--- src/rtl/ir_pkg.sv ---
// ir_pkg -- shared definitions for the IR frame transmitter and receiver.
//
// Holds the protocol timing constants (in protocol ticks), the FSM state
// encoding and small helpers that map a state to its line level, its
// duration and its successor. Both sides of the link import this package,
// so a timing change here applies to the transmitter and the receiver.
package ir_pkg;

  // Default prescaler: 6250 sys_clk cycles = 0.125 ms per tick at 50 MHz.
  localparam int unsigned TICK_DIV_DEF  = 6250;
  // Default idle-high guard time after each frame, in ticks.
  localparam int unsigned GAP_TICKS_DEF = 2100;

  // The tick counter must hold the longest state, which is the guard gap.
  localparam int unsigned TICK_CNT_W = 12;
  // Five bits so the counter can express the full 16-bit payload length.
  localparam int unsigned BIT_CNT_W  = 5;
  localparam int unsigned FRAME_BITS = 16;

  // Segment durations in ticks.
  localparam logic [TICK_CNT_W-1:0] START_L_TICKS = 12'd24;
  localparam logic [TICK_CNT_W-1:0] START_H_TICKS = 12'd24;
  localparam logic [TICK_CNT_W-1:0] BIT_L_TICKS   = 12'd4;
  localparam logic [TICK_CNT_W-1:0] BIT0_H_TICKS  = 12'd12;
  localparam logic [TICK_CNT_W-1:0] BIT1_H_TICKS  = 12'd20;
  localparam logic [TICK_CNT_W-1:0] STOP_L_TICKS  = 12'd4;
  localparam logic [TICK_CNT_W-1:0] SYNC_H_TICKS  = 12'd28;
  localparam logic [TICK_CNT_W-1:0] END_L_TICKS   = 12'd4;

  typedef enum logic [3:0] {
    S_IDLE    = 4'd0,
    S_START_L = 4'd1,
    S_START_H = 4'd2,
    S_BIT_L   = 4'd3,
    S_BIT_H   = 4'd4,
    S_STOP_L  = 4'd5,
    S_SYNC_H  = 4'd6,
    S_END_L   = 4'd7,
    S_GAP     = 4'd8
  } ir_state_e;

  // Number of ticks a state lasts. A BIT_H segment length carries the bit
  // value; the guard gap is a module parameter so it is passed in.
  function automatic logic [TICK_CNT_W-1:0] state_ticks(
    input ir_state_e              s,
    input logic                   bit_val,
    input logic [TICK_CNT_W-1:0]  gap_ticks
  );
    logic [TICK_CNT_W-1:0] t;
    t = '0;
    case (s)
      S_START_L: t = START_L_TICKS;
      S_START_H: t = START_H_TICKS;
      S_BIT_L:   t = BIT_L_TICKS;
      S_BIT_H:   t = bit_val ? BIT1_H_TICKS : BIT0_H_TICKS;
      S_STOP_L:  t = STOP_L_TICKS;
      S_SYNC_H:  t = SYNC_H_TICKS;
      S_END_L:   t = END_L_TICKS;
      S_GAP:     t = gap_ticks;
      default:   t = '0;
    endcase
    return t;
  endfunction

  // Line level driven while in a state: low segments are the marks.
  function automatic logic state_level(input ir_state_e s);
    logic lvl;
    case (s)
      S_START_L, S_BIT_L, S_STOP_L, S_END_L: lvl = 1'b0;
      default:                                lvl = 1'b1;
    endcase
    return lvl;
  endfunction

  // Successor of a timed state once its duration has elapsed. IDLE leaves
  // only on an accepted byte, which the FSM handles itself.
  function automatic ir_state_e next_state(
    input ir_state_e s,
    input logic      last_bit
  );
    ir_state_e n;
    case (s)
      S_START_L: n = S_START_H;
      S_START_H: n = S_BIT_L;
      S_BIT_L:   n = S_BIT_H;
      S_BIT_H:   n = last_bit ? S_STOP_L : S_BIT_L;
      S_STOP_L:  n = S_SYNC_H;
      S_SYNC_H:  n = S_END_L;
      S_END_L:   n = S_GAP;
      S_GAP:     n = S_IDLE;
      default:   n = S_IDLE;
    endcase
    return n;
  endfunction

endpackage

--- src/rtl/ir_tick_gen.sv ---
// ir_tick_gen -- protocol tick prescaler.
//
// Counts sys_clk cycles and raises tick for one cycle every TICK_DIV cycles.
// clr restarts the count so the first tick after a clear lands exactly
// TICK_DIV cycles after the clearing edge, which keeps frame timing aligned
// to the byte acceptance.
//
// Ports:
//   sys_clk  in   clock
//   sys_rst  in   asynchronous active-high reset
//   clr      in   restart the prescaler on this edge
//   tick     out  one-cycle strobe, every TICK_DIV cycles
module ir_tick_gen #(
  parameter int unsigned TICK_DIV = 6250
) (
  input  logic sys_clk,
  input  logic sys_rst,
  input  logic clr,
  output logic tick
);

  localparam int unsigned CNT_W = (TICK_DIV > 1) ? $clog2(TICK_DIV) : 1;
  localparam logic [CNT_W-1:0] LAST = CNT_W'(TICK_DIV - 1);

  logic [CNT_W-1:0] cnt;

  always_ff @(posedge sys_clk or posedge sys_rst) begin
    if (sys_rst) begin
      cnt <= '0;
    end else if (clr || (cnt == LAST)) begin
      cnt <= '0;
    end else begin
      cnt <= cnt + 1'b1;
    end
  end

  // A clear wins over a coincident strobe so no stale tick reaches a frame
  // that starts on this edge.
  assign tick = (cnt == LAST) && !clr;

endmodule

--- src/rtl/ir_frame_tx.sv ---
// ir_frame_tx -- pulse-distance IR frame transmitter.
//
// Accepts one command byte and sends it as a 16-bit word {~data, data},
// MSB first: a 24-tick low / 24-tick high start, sixteen bits each made of
// a 4-tick low mark followed by a 12-tick (0) or 20-tick (1) space, then a
// 4-tick stop mark, a 28-tick sync space and a 4-tick end mark. Because the
// complement is sent alongside the byte, every frame has exactly eight 1
// bits and lasts 404 ticks. A GAP_TICKS idle-high guard follows each frame
// before the next byte is accepted.
//
// Handshake: a byte is taken on any sys_clk edge where tx_valid && tx_ready.
// tx_ready is high only while idle; tx_valid/tx_data are ignored otherwise,
// and the source must hold them until that edge.
//
// Ports:
//   sys_clk     in   clock
//   sys_rst     in   asynchronous active-high reset
//   tx_valid    in   command byte offered
//   tx_data     in   command byte [7:0]
//   tx_ready    out  block idle and able to accept a byte (registered)
//   ir_out      out  encoded IR line, idle high (registered)
//   tx_busy     out  frame or guard gap in progress (registered)
//   frame_done  out  one-cycle pulse as the guard gap ends (registered)
module ir_frame_tx
  import ir_pkg::*;
#(
  parameter int unsigned TICK_DIV  = TICK_DIV_DEF,
  parameter int unsigned GAP_TICKS = GAP_TICKS_DEF
) (
  input  logic       sys_clk,
  input  logic       sys_rst,
  input  logic       tx_valid,
  input  logic [7:0] tx_data,
  output logic       tx_ready,
  output logic       ir_out,
  output logic       tx_busy,
  output logic       frame_done
);

  localparam logic [TICK_CNT_W-1:0] GAP_LEN = TICK_CNT_W'(GAP_TICKS);
  localparam logic [BIT_CNT_W-1:0]  LAST_BIT_IDX = BIT_CNT_W'(FRAME_BITS - 1);

  ir_state_e              state;
  ir_state_e              nxt;
  logic [TICK_CNT_W-1:0]  tick_cnt;
  logic [BIT_CNT_W-1:0]   bit_cnt;
  logic [15:0]            shift_word;
  logic [TICK_CNT_W-1:0]  seg_ticks;
  logic                   seg_last;
  logic                   last_bit;
  logic                   accept;
  logic                   tick;

  assign accept = tx_valid && tx_ready;

  ir_tick_gen #(
    .TICK_DIV (TICK_DIV)
  ) u_tick_gen (
    .sys_clk (sys_clk),
    .sys_rst (sys_rst),
    .clr     (accept),
    .tick    (tick)
  );

  // The bit on the wire is always the MSB of the shift word; it sets the
  // length of the current BIT_H space.
  always_comb begin
    seg_ticks = state_ticks(state, shift_word[15], GAP_LEN);
    seg_last  = (tick_cnt == (seg_ticks - 1'b1));
    last_bit  = (bit_cnt == LAST_BIT_IDX);
    nxt       = next_state(state, last_bit);
  end

  // Level changes are registered on the edge that consumes the tick strobe,
  // so every segment is an exact multiple of TICK_DIV cycles long.
  always_ff @(posedge sys_clk or posedge sys_rst) begin
    if (sys_rst) begin
      state      <= S_IDLE;
      ir_out     <= 1'b1;
      tx_ready   <= 1'b1;
      tx_busy    <= 1'b0;
      frame_done <= 1'b0;
      tick_cnt   <= '0;
      bit_cnt    <= '0;
      shift_word <= '0;
    end else begin
      frame_done <= 1'b0;
      case (state)
        S_IDLE: begin
          ir_out   <= 1'b1;
          tx_ready <= 1'b1;
          tx_busy  <= 1'b0;
          tick_cnt <= '0;
          if (accept) begin
            state      <= S_START_L;
            ir_out     <= 1'b0;
            tx_ready   <= 1'b0;
            tx_busy    <= 1'b1;
            bit_cnt    <= '0;
            shift_word <= {~tx_data, tx_data};
          end
        end

        S_START_L, S_START_H, S_BIT_L, S_BIT_H,
        S_STOP_L, S_SYNC_H, S_END_L, S_GAP: begin
          if (tick) begin
            if (seg_last) begin
              tick_cnt <= '0;
              state    <= nxt;
              ir_out   <= state_level(nxt);
              if (state == S_BIT_H) begin
                shift_word <= {shift_word[14:0], 1'b0};
                bit_cnt    <= bit_cnt + 1'b1;
              end
              if (state == S_GAP) begin
                tx_ready   <= 1'b1;
                tx_busy    <= 1'b0;
                frame_done <= 1'b1;
              end
            end else begin
              tick_cnt <= tick_cnt + 1'b1;
            end
          end
        end

        // Unreachable encodings recover to a clean idle line.
        default: begin
          state      <= S_IDLE;
          ir_out     <= 1'b1;
          tx_ready   <= 1'b1;
          tx_busy    <= 1'b0;
          tick_cnt   <= '0;
          bit_cnt    <= '0;
          shift_word <= '0;
        end
      endcase
    end
  end

endmodule

--- config.mk ---
export PLATFORM = sky130hd
export DESIGN_NAME = ir_frame_tx
export DESIGN_NICKNAME = d
export VERILOG_FILES = /design/src/rtl/ir_pkg.sv /design/src/rtl/ir_tick_gen.sv /design/src/rtl/ir_frame_tx.sv
export SDC_FILE = /design/constraint.sdc
export NUM_CORES = 1
export LEC_CHECK = 0
export BUFFER_PORTS_ARGS = -buffer_cell sky130_fd_sc_hd__buf_2
export CAP_MARGIN = 20
export CORE_MARGIN = 3
export CORE_UTILIZATION = 45
export DETAILED_ROUTE_END_ITERATION = 8
export PLACE_DENSITY = 0.58
export SYNTH_ARGS = -nofsm -noshare
export SYNTH_HDL_FRONTEND = slang
export SYNTH_HIERARCHICAL = 1
export SYNTH_SLANG_ARGS = --single-unit
--- constraint.sdc ---
create_clock -name sys_clk -period 7.81 [get_ports sys_clk]
set_input_delay 0.781 -clock sys_clk [delete_from_list [all_inputs] [get_ports sys_clk]]
set_output_delay 0.781 -clock sys_clk [all_outputs]
set_load 0.02 [all_outputs]
==> out/metrics.json <==
{
  "outcome": {"value": "completed"},
  "synth_flop_cell": {"value": "dfrtp_1"},
  "die_h": {"value": 90.4, "unit": "um"},
  "cts_root_buffer": {"value": "clkbuf_8"},
  "grt_first_pass_wirelength": {"value": 11.1, "unit": "mm"},
  "setup.worst_path.class": {"value": "flip-flop to flip-flop"},
  "ir_worst_vdd": {"value": 0.142, "unit": "mV"},
  "clk-insertion-delay-late": {"value": 310, "unit": "ps"},
  "synth_xor_xnor_area_share": {"value": 4.92, "unit": "%"},
  "post_synth_instance_area": {"value": 3200, "unit": "um^2"},
  "clock_skew": {"value": 9.84, "unit": "ps"},
  "path_cells": {"value": "or3_1 -> xnor2_1 -> ha_1 -> xor2_1 -> nand3_1 -> a221o_1 -> nor3_4 -> nand3_4 -> nand2_4 -> mux2_2"},
  "via_per_inst": {"value": 5.58},
  "antenna_violations_before_repair": {"value": 0},
  "fin_crit": {"value": 3980, "unit": "ps"},
  "max_clock_freq": {"value": 251, "unit": "MHz"},
  "floorplan.core_area": {"value": 6830, "unit": "um^2"},
  "globalRoute.totalOverflow": {"value": 0},
  "kind_of_cell_adding_the_most_delay_to_the_critical_path": {"value": "simple AND/OR/NAND/NOR gates"},
  "finalSetupViolations": {"value": 0},
  "synth.ff_latch_count": {"value": 54},
  "num-nets-final": {"value": 372},
  "critical_register_to_register_path_startpoint": {"value": "state[2]$_DFFE_PP0P_"},
  "number_of_buffers_on_the_longest_clock_path": {"value": 2},
  "dr.first_iter.drc_count": {"value": 92},
  "ys_warn_count": {"value": 6},
  "post_synth_mux_area_share": {"value": 7.03, "unit": "%"},
  "power.density_cell_area": {"value": 221, "unit": "nW/um^2"},
  "reg2reg_to": {"value": "shift_word[14]$_DFFE_PP0P_"},
  "critical_path_start_type": {"value": "flip-flop"},
  "post_dp_cell_area": {"value": 3320, "unit": "um^2"},
  "first_pass_iters": {"value": 4},
  "post_synth.cell_area_avg": {"value": 9.07, "unit": "um^2"},
  "filler_cell_count": {"value": 664},
  "maxSlewHeadroom": {"value": 47.0, "unit": "%"},
  "synthSimpleGateAreaFrac": {"value": 22.0, "unit": "%"},
  "worstRegToRegCells": {"value": 10},
  "htreeDepth": {"value": 2},
  "endpoint_kind": {"value": "flip-flop"},
  "synth_async_sr_flop_share": {"value": 100, "unit": "%"},
  "final_worst_path_cycle_share": {"value": 51.0, "unit": "%"},
  "grt_pass1_vias": {"value": 2274},
  "grt_max_degree": {"value": 42},
  "clock_tree_from_tritoncts": {"value": "built"},
  "critPathArrivalTime": {"value": 4190, "unit": "ps"},
  "chipWidth": {"value": 90.4, "unit": "um"},
  "crit_path_top_delay_cell": {"value": "or3_1"},
  "critical_path_required": {"value": 8010, "unit": "ps"},
  "clock_edge_transition_at_the_registers_on_the_reported_setup_and_hold_paths": {"value": 100, "unit": "ps"},
  "main_combinational_cell_family_by_area_after_synthesis": {"value": "simple AND/OR/NAND/NOR gates"},
  "r2r_slack": {"value": 3830, "unit": "ps"},
  "antenna_cells_inserted": {"value": 0},
  "wire_per_inst": {"value": 14.2, "unit": "um"},
  "netlist-cell-type-count": {"value": 57},
  "slowest_cell_delay_on_critical_path": {"value": 680, "unit": "ps"},
  "detail_route.wirelength": {"value": 6.43, "unit": "mm"},
  "most_frequent_cells_in_the_layout": {"value": "52 x dfrtp_1, 35 x nor2_1, 30 x a21oi_1, 28 x nand3_1, 23 x o21ai_0"},
  "leakagePower": {"value": 1.40, "unit": "nW"},
  "track_usage": {"value": 16.4, "unit": "%"},
  "dieArea": {"value": 8170, "unit": "um^2"},
  "ant_nets": {"value": 0},
  "initial_core_util": {"value": 46.9, "unit": "%"},
  "area_growth": {"value": 6.21, "unit": "%"},
  "io_pins": {"value": 15},
  "globalplace.congestion": {"value": 0.775},
  "critPathMaxFanout": {"value": 17},
  "max_cap_viol_count": {"value": 0},
  "synthCells": {"value": 353},
  "synth_sequential_area_ratio": {"value": 42.3, "unit": "%"},
  "post-route-drc-count": {"value": 0},
  "drive_gt1_share": {"value": 11.2, "unit": "%"},
  "dp_hpwl": {"value": 4.46, "unit": "mm"},
  "io_buffer_count": {"value": 14},
  "synth-compound-area-share": {"value": 16.4, "unit": "%"},
  "synth-adder-area-share": {"value": 2.34, "unit": "%"},
  "post_cts_resized": {"value": 0},
  "postCtsHoldBufs": {"value": 0},
  "number_of_rows_in_the_core_area": {"value": 30},
  "synth-edff-count": {"value": 0},
  "grt_setup_unrepaired": {"value": "no"},
  "cts.repair_timing.setup_buffer_count": {"value": 0},
  "hold_path.class": {"value": "primary input to asynchronous set/reset pin"},
  "cts_sinks": {"value": 54},
  "slew_violations": {"value": 0},
  "setup_total_negative_slack": {"value": 0, "unit": "ps"},
  "path_buf_inv": {"value": 0},
  "mostFrequentLayoutCell": {"value": "dfrtp_1"},
  "finalHoldViolations": {"value": 0},
  "tritoncts.num_buffers": {"value": 5},
  "syn-num-nets": {"value": 370},
  "finalInstanceArea": {"value": 3400, "unit": "um^2"},
  "routed-via-count": {"value": 2521},
  "worstMarginPinSlew": {"value": 793, "unit": "ps"}
}
## cell usage after synthesis, drive strengths merged, types with 7 or more instances
cell type  number  share of area [%]
a21oi          30                4.7
buf             7                1.5
clkbuf         15                1.8
dfrtp          52                 41
inv            15                1.8
mux2           12                4.2
mux2i           9                2.8
nand2          22                2.8
nand3          30                5.2
nand4           9                2.0
nor2           35                4.1
o21ai          23                3.6
o31ai           8                1.9
xnor2           7                1.9
xor2           11                3.0
## where the power goes
part	leakage [nW]	internal [mW]	total [mW]	switching (mW)
logic	0.645	0.0893	0.195	0.105
registers	0.710	0.339	0.394	0.0547
clock network	0.0456	0.0643	0.162	0.0979
total	1.40	0.493	0.751	0.258
## area by class of cell
class                   instances  area, um^2  share of cell area (%)
multi-input cells             262        1690                    49.8
flip-flops and latches         54        1350                    39.8
well taps                      96         120                    3.53
repair buffers                 17        92.6                    2.72
clock buffers                   6        72.6                    2.13
inverters                      15        56.3                    1.66
clock inverters                 2        13.8                   0.405
## layer usage
layer,share of wire [%],vias up,global-route usage [%]
li1,-,1277,-
met1,51,1215,23.7
met2,45,22,25.5
met3,2.2,7,2.75
met4,1.0,0,4.21
met5,0,-,0
## registers in the layout, summed over array words and instances, names as in the netlist
register        count
bit_cnt             5
frame_done          1
ir_out              1
shift_word         16
state               4
tick_cnt           12
tx_busy             1
tx_ready            1
u_tick_gen/cnt     13
## worst reg2reg max path, cell delays in order (launching register included)
cell and delay (ps):
dfrtp_1 530, or3_1 690, xnor2_1 680, ha_1 360, xor2_1 130, nand3_1 80
a221o_1 320, nor3_4 290, nand3_4 180, nand2_4 270, mux2_2 360
## cells by family after synthesis
family,after synthesis
compound gates,86
xor+xnor,18
mux,21
simple gates,131
flops,54
fa+ha+maj,6
buf+inv,37
## through the flow
stage                     setup WS, ps  cells  util [%]  hold slack [ps]  total power [mW]
after floorplan                   4320    353         -              469             0.553
after global placement            3880    444      48.5              485             0.593
after detailed placement          3820    444      48.5              504             0.598
after CTS                         3800    452      49.8              500             0.760
after global routing              3440    452      49.8              517             0.805
final                             3830    452      49.8              490             0.751
## worst max path at each step
stage	start	endpoint	slack, ps	depth (start not counted)
after global placement	state[2]$_DFFE_PP0P_	shift_word[10]$_DFFE_PP0P_	3880	10
after CTS	state[2]$_DFFE_PP0P_	shift_word[14]$_DFFE_PP0P_	3800	10
after detailed placement	state[2]$_DFFE_PP0P_	shift_word[10]$_DFFE_PP0P_	3820	10
after floorplan	state[1]$_DFFE_PP0P_	shift_word[15]$_DFFE_PP0P_	4320	13
final	state[2]$_DFFE_PP0P_	shift_word[14]$_DFFE_PP0P_	3830	10
after global routing	state[0]$_DFFE_PP0P_	shift_word[14]$_DFFE_PP0P_	3440	10
Power figures use the tool's default switching activity.
